===== src/rtl/calc_cmd_driver.sv =====
// Purpose  : command-side driver for a 4-bit combinational calculator (add/sub/and/or).
// Latency  : command accepted at edge N, result captured at edge N+1, rsp_valid high until consumed.
// Backpress: cmd_ready drops from accept until the response is taken; rsp_valid holds until rsp_ready.
//
// Ports
//   clk, rst_n                        clock (rising edge), asynchronous active-low reset
//   cmd_valid/cmd_ready               command handshake
//   cmd_a, cmd_b, cmd_op, cmd_chain   operands, op code, "use previous result as A"
//   calc_a, calc_b, calc_op           registered operands/op driven into the calculator
//   calc_result                       combinational result returned by the calculator
//   rsp_valid/rsp_ready               response handshake
//   rsp_result, rsp_zero              captured result and its zero flag
//   op_count                          number of responses consumed (wraps)
module calc_cmd_driver #(
    parameter int WIDTH = 4,
    parameter int CNT_W = 8
) (
    input  logic             clk,
    input  logic             rst_n,
    input  logic             cmd_valid,
    output logic             cmd_ready,
    input  logic [WIDTH-1:0] cmd_a,
    input  logic [WIDTH-1:0] cmd_b,
    input  logic [1:0]       cmd_op,
    input  logic             cmd_chain,
    output logic [WIDTH-1:0] calc_a,
    output logic [WIDTH-1:0] calc_b,
    output logic [1:0]       calc_op,
    input  logic [WIDTH-1:0] calc_result,
    output logic             rsp_valid,
    input  logic             rsp_ready,
    output logic [WIDTH-1:0] rsp_result,
    output logic             rsp_zero,
    output logic [CNT_W-1:0] op_count
);

    typedef enum logic [1:0] {
        S_IDLE = 2'd0,
        S_EXEC = 2'd1,
        S_RESP = 2'd2
    } state_t;

    state_t           r_state;
    state_t           w_next_state;
    logic             w_accept;
    logic             w_capture;
    logic             w_rsp_done;
    logic             w_cmd_ready;
    logic [WIDTH-1:0] w_op_a;

    logic [WIDTH-1:0] r_calc_a;
    logic [WIDTH-1:0] r_calc_b;
    logic [1:0]       r_calc_op;
    logic [WIDTH-1:0] r_last_result;
    logic             r_rsp_valid;
    logic [WIDTH-1:0] r_rsp_result;
    logic             r_rsp_zero;
    logic [CNT_W-1:0] r_op_count;

    // State register
    always_ff @(posedge clk or negedge rst_n) begin
        if (!rst_n) begin
            r_state <= S_IDLE;
        end else begin
            r_state <= w_next_state;
        end
    end

    // Next-state and strobes; cmd_ready depends on state only so there is
    // no combinational path from rsp_ready back to the command source.
    always_comb begin
        w_next_state = r_state;
        w_accept     = 1'b0;
        w_capture    = 1'b0;
        w_rsp_done   = 1'b0;
        w_cmd_ready  = 1'b0;
        case (r_state)
            S_IDLE: begin
                w_cmd_ready = 1'b1;
                if (cmd_valid) begin
                    w_accept     = 1'b1;
                    w_next_state = S_EXEC;
                end
            end
            S_EXEC: begin
                w_capture    = 1'b1;
                w_next_state = S_RESP;
            end
            S_RESP: begin
                if (rsp_ready) begin
                    w_rsp_done   = 1'b1;
                    w_next_state = S_IDLE;
                end
            end
            default: begin
                w_next_state = S_IDLE;
            end
        endcase
    end

    // Chained commands take operand A from the previous captured result.
    assign w_op_a = cmd_chain ? r_last_result : cmd_a;

    // Calculator operand registers: loaded on accept, held otherwise.
    always_ff @(posedge clk or negedge rst_n) begin
        if (!rst_n) begin
            r_calc_a  <= '0;
            r_calc_b  <= '0;
            r_calc_op <= 2'b00;
        end else if (w_accept) begin
            r_calc_a  <= w_op_a;
            r_calc_b  <= cmd_b;
            r_calc_op <= cmd_op;
        end
    end

    // Result capture happens only in EXEC, so calc_result activity at any
    // other time never reaches the response registers.
    always_ff @(posedge clk or negedge rst_n) begin
        if (!rst_n) begin
            r_rsp_result  <= '0;
            r_rsp_zero    <= 1'b0;
            r_last_result <= '0;
        end else if (w_capture) begin
            r_rsp_result  <= calc_result;
            r_rsp_zero    <= (calc_result == '0);
            r_last_result <= calc_result;
        end
    end

    // Response valid and consumed-operation counter
    always_ff @(posedge clk or negedge rst_n) begin
        if (!rst_n) begin
            r_rsp_valid <= 1'b0;
            r_op_count  <= '0;
        end else begin
            if (w_capture) begin
                r_rsp_valid <= 1'b1;
            end else if (w_rsp_done) begin
                r_rsp_valid <= 1'b0;
            end
            if (w_rsp_done) begin
                r_op_count <= r_op_count + CNT_W'(1);
            end
        end
    end

    assign cmd_ready  = w_cmd_ready;
    assign calc_a     = r_calc_a;
    assign calc_b     = r_calc_b;
    assign calc_op    = r_calc_op;
    assign rsp_valid  = r_rsp_valid;
    assign rsp_result = r_rsp_result;
    assign rsp_zero   = r_rsp_zero;
    assign op_count   = r_op_count;

endmodule


===== config.mk =====
export PLATFORM = sky130hd
export DESIGN_NAME = calc_cmd_driver
export DESIGN_NICKNAME = d
export VERILOG_FILES = /design/src/rtl/calc_cmd_driver.sv
export SDC_FILE = /design/constraint.sdc
export NUM_CORES = 1
export LEC_CHECK = 0
export ABC_AREA = 1
export ABC_CLOCK_PERIOD_IN_PS = 1400
export BUFFER_PORTS_ARGS = -buffer_cell sky130_fd_sc_hd__buf_2
export CORE_AREA = 2 2 40 78
export DETAILED_ROUTE_END_ITERATION = 7
export DIE_AREA = 0 0 42 80
export GPL_TIMING_DRIVEN = 1
export HOLD_SLACK_MARGIN = 0.15
export PLACE_DENSITY = 0.73
export SYNTH_ARGS = -nofsm -noshare
export SYNTH_HDL_FRONTEND = slang
export SYNTH_SLANG_ARGS = --single-unit

===== constraint.sdc =====
create_clock -name clk -period 1.4 [get_ports clk]
set_input_delay 0.14 -clock clk [delete_from_list [all_inputs] [get_ports clk]]
set_output_delay 0.14 -clock clk [all_outputs]
set_load 0.1 [all_outputs]

== After elaboration in Yosys (flattened, before gate mapping) ==
Cells that the tools add are included.

* Bits in registers: 26
* Logic and storage cells: 29
* Input port bits: 19
* Output and inout bits: 25

* Equality and inequality tests: 4
* Reductions and logical operators: 4
* Add/subtract/negate cells: 1
* Multiplexer cells: 12

{| class="wikitable"
|+ Operator list
! operator !! number
|-
| $add 8x1->8 const B || 1
|-
| $mux 1 || 8
|-
| $pmux 2 s3 || 1
|-
| $logic_not 4->1 || 1
|-
| $mux 2 || 2
|-
| $mux 4 || 1
|-
| $ne 2x2->1 const B || 2
|-
| $eq 2x1->1 const B || 1
|-
| $eq 2x2->1 const B || 1
|-
| $logic_not 2->1 || 1
|-
| $reduce_and 2->1 || 1
|-
| $reduce_bool 2->1 || 1
|}

== Logic depth before layout (Yosys ltp) ==
* Word-level depth: 4
* Gate-level depth with buffers: 7
* Depth with buffers taken out: 7

== Worst setup path after synthesis ==
OpenSTA, ideal clock, no wires.

* Kind: register to register
* Start: register r_op_count[1], in the netlist op_count[1]
* End: register r_op_count[6], in the netlist op_count[6]
* Setup slack: -482 ps
* Period minus slack after synthesis: 1,882 ps
* Library setup time: 114 ps
* Arrival time: 1,768 ps
* Required time: 1,286 ps
* Stages on the path, launching flop included: 7
* Cells stage by stage: dfrtp_1 > ha_1 > nand3_1 > nor2_4 > nand3_1 > nand2_1 > inv_1

* Longest elaborated chain between the ends: 1

{| class="wikitable"
|+ RTL lines
! element !! line !! source
|-
| from (decl) || 58 || <nowiki>logic [CNT_W-1:0] r_op_count;</nowiki>
|-
| from (signal assigned) || 143 || <nowiki>r_op_count <= r_op_count + CNT_W'(1);</nowiki>
|-
| $add 8x1->8 || 143 ||
|}

No other way between the ends.
A chain may end at the register's enable or synchronous reset.

== Worst setup path after layout ==
* Start: register r_op_count[1], in the netlist op_count[1]
* End: output port op_count[1]

{| class="wikitable"
|+ RTL lines
! element !! line !! source
|-
| to (decl) || 34 || <nowiki>output logic [CNT_W-1:0] op_count</nowiki>
|}

No word-level cell between the ends.

==> summary by stage <==
Clocking
The clock root buffer master is sky130_fd_sc_hd__clkbuf_8. The TritonCTS clock tree is built. The hold buffer count at CTS is 14. In this run the number of H-tree levels came out at 1. The clock insertion delay at the later pin of the skew report is 0.27 ns. The number of resized instances in the post-cts repair step is 0. The clock net in this run drives a total of 26 sinks. The post-CTS setup buffer count is 0. The number of CTS-inserted buffers is 3. The clock-pin slew reported for the worst setup and hold paths after clock tree synthesis is 0.09 ns. The maximum number of buffers from clock root to sink is 2.

Worst setup path
The reg-to-reg setup timing slack is 0.14 ns. The worst setup path is of the register to primary output kind. The largest delay contributor family on the critical path is flip-flops. The kind of end point of the critical path is a primary output. Along the worst path, the maximum fanout reaches 5. The combined buffer and inverter count along the critical path is 1.

The worst setup path is launched from a register. The startpoint identified for the worst register-to-register timing path is r_state[1]$_DFFE_PN0P_. The data arrival time at the worst-slack endpoint is 1.14 ns. The largest incremental delay on the critical path is 0.44 ns. The slowest library cell on the worst path is sky130_fd_sc_hd__dfrtp_4. At the worst endpoint, the required time is 1.26 ns. The cell depth of the worst flop-to-flop path is 5. The signal on the critical path passes through buf_2. In this run the critical register-to-register path is captured at calc_a[1]$_DFFE_PN0P_.

Layout
Compared with the post-synthesis result, the final layout area differs by 38.5%. The share of post-route cells with drive strength above 1 is 33.2%. The count of fill cells added during filler insertion is 244.

The most common library cell in the layout ignoring fill and taps is sky130_fd_sc_hd__nand2_1. The final net count is 217. 0 antenna diodes ended up in the layout. The library cells used most frequently in the layout, excluding fill and tap cells, are sky130_fd_sc_hd__nand2_1 (51), sky130_fd_sc_hd__buf_2 (42), sky130_fd_sc_hd__inv_1 (20).

Drt
The post-detailed-route via-to-cell ratio is 4.78. The number of remaining DRC errors is 0. In this run, the number of DRC markers left after iteration 0 of detailed routing was 14. The final wirelength is 2730 um.

The routed layout has 1076 vias. In this run the remaining antenna-violating nets after routing total 0. The number of search-and-repair iterations in the first detailed-routing pass is 4.

The average wire per cell in the routed design is 12.1 um.

Logic synthesis
The number of nets handed over by synthesis was 158. The average instance in the mapped netlist occupies 8.64 um2. The proportion of synthesized chip area in sequential cells is 54.6%. The area of the mapped netlist is 1190 um2. Synthesis produced 138 cells. For this run, the number of Yosys warnings is 0. Counting flops and latches in the post-synthesis netlist gives 26. After synthesis, the netlist uses 22 different library cells.

Placed design
The post-placement setup slack is 0.173 ns. In this run the tool buffered the top-level ports with 43 buffer cells. At the end of routability-driven placement, the weighted congestion stood at 0.849. Detailed placement ended at an HPWL of 2040 um.

Timing
In the final timing run, aggregate negative setup slack is 0 ns. Across all setup checks in the final design, the least slack found is 0.122 ns. The final max-slew violation count is 0.

The count of endpoints failing hold in the final timing report is 0. The minimum clock period is 1.28 ns. The final setup violation count is 0. The worst hold slack across all endpoints is 0.150 ns.

The worst path uses 91.3% of the clock period. The slew at the pin closest to its max-slew limit is 0.570 ns. Headroom to the max-slew limit came out at 62.0%. Setup repair after global routing left no endpoint under its margin.

The worst clock skew is 0.00529 ns. Based on the critical path, the design can be clocked at up to 782 MHz.

Worst hold path
The worst hold-check path type is input port to register. In this run the most critical hold path is launched from calc_result[3]. Along the worst hold path, the cell count comes to 4.

The path with the worst hold slack has its endpoint at rsp_zero$_DFFE_PN0P_.

Global routing
The wire length of the first global-routing pass is 4650 um. For this run, the total global-route usage over all layers was measured as 17.8%. The via count of the first global-routing pass is 1114. Entering global routing, the biggest net connects 27 pins. The total global routing overflow is 0.

The initial antenna violation count is 0.

Floorplan
The placement row count is 27. In this run the vertical extent of the chip is 80 um. Once the floorplan was initialized, standard cells occupied 43.6% of the core. The number of top-level pins is 44. In this run the horizontal extent of the chip is 42 um. The total area inside the core boundary comes to 2740 um2. The die area is 3360 um2.

Status
The run finished with clean final reports.

Job
Max-cap violations in this run came to 0.
-- how the worst max path moves through the flow --
| stage | endpoint | slack, ns | startpoint | cells past startpoint |
|---|---|---|---|---|
| after global routing | calc_a[1]$_DFFE_PN0P_ | 0.05 | r_state[1]$_DFFE_PN0P_ | 5 |
| after global placement | calc_a[2]$_DFFE_PN0P_ | 0.24 | r_state[1]$_DFFE_PN0P_ | 5 |
| after floorplan | calc_a[0]$_DFFE_PN0P_ | -0.12 | r_state[1]$_DFFE_PN0P_ | 5 |
| after detailed placement | calc_a[1]$_DFFE_PN0P_ | 0.17 | r_state[1]$_DFFE_PN0P_ | 5 |
| final | op_count[1] | 0.12 | op_count[1]$_DFFE_PN0P_ | 1 |
| after CTS | op_count[1] | 0.12 | op_count[1]$_DFFE_PN0P_ | 1 |
-- cell usage after synthesis --
master                     count  area [um2]
sky130_fd_sc_hd__a21oi_1       1        5.00
sky130_fd_sc_hd__buf_4         1        7.51
sky130_fd_sc_hd__buf_6         1        11.3
sky130_fd_sc_hd__clkbuf_1      1        3.75
sky130_fd_sc_hd__dfrtp_1      26         651
sky130_fd_sc_hd__ha_1          1        12.5
sky130_fd_sc_hd__inv_1        20        75.1
sky130_fd_sc_hd__inv_2         2        7.51
sky130_fd_sc_hd__nand2_1      51         191
sky130_fd_sc_hd__nand2_2       2        12.5
sky130_fd_sc_hd__nand3_1       8        40.0
sky130_fd_sc_hd__nand3_4       1        17.5
sky130_fd_sc_hd__nand4_1       1        6.26
sky130_fd_sc_hd__nor2_1        4        15.0
sky130_fd_sc_hd__nor2_2        1        6.26
sky130_fd_sc_hd__nor2_4        3        33.8
sky130_fd_sc_hd__o211ai_1      3        22.5
sky130_fd_sc_hd__o21ai_0       5        25.0
sky130_fd_sc_hd__o21ai_1       1        5.00
sky130_fd_sc_hd__o21ai_2       1        8.76
sky130_fd_sc_hd__xnor2_1       1        8.76
sky130_fd_sc_hd__xor2_1        3        26.3
-- layer usage --
| metal | part of all wire (%) | track usage (%) |
|---|---|---|
| met1 | 38 | 19.2 |
| met2 | 56 | 33.4 |
| met3 | 4.0 | 2.04 |
| met4 | 2.1 | 8.06 |
| met5 | 0 | 0 |
-- area by class of cell --
| cell class | count | area (um2) | share of cell area [%] |
|---|---|---|---|
| Inverter | 22 | 82.6 | 5.00 |
| Sequential cell | 26 | 666 | 40.3 |
| Clock buffer | 4 | 55.1 | 3.33 |
| Multi-Input combinational cell | 87 | 442 | 26.7 |
| Tap cell | 29 | 36.3 | 2.20 |
| Timing Repair Buffer | 57 | 370 | 22.4 |
-- per-stage QoR --
stage               cell area [um2]  instances  utilization, %
finish                         1650        225            60.4
global route                   1650        225            60.4
CTS                            1650        225            60.4
detailed placement             1460        207            53.2
global placement               1460        207            53.2
floorplan                      1220        138               -
-- logic make-up (layout without fill, tap and decap cells) --
logic type,Yosys count,in the layout,share of synthesized area (%)
and+or+nand+nor,71,71,27.1
DFF,26,26,54.6
buffers and inverters,25,83,8.81
AOI/OAI and AO/OA,11,11,5.56
xor gates and xnor gates,4,4,2.94
adders and majority gates,1,1,1.05
-- registers in the layout, summed over array words and instances, names as in the netlist --
name and count:
calc_a 4, calc_b 4, calc_op 2, op_count 8
r_state 2, rsp_result 4, rsp_valid 1, rsp_zero 1
Power is not shown: default switching activity piles up to over one toggle a cycle in this logic, so the estimate is an artifact.
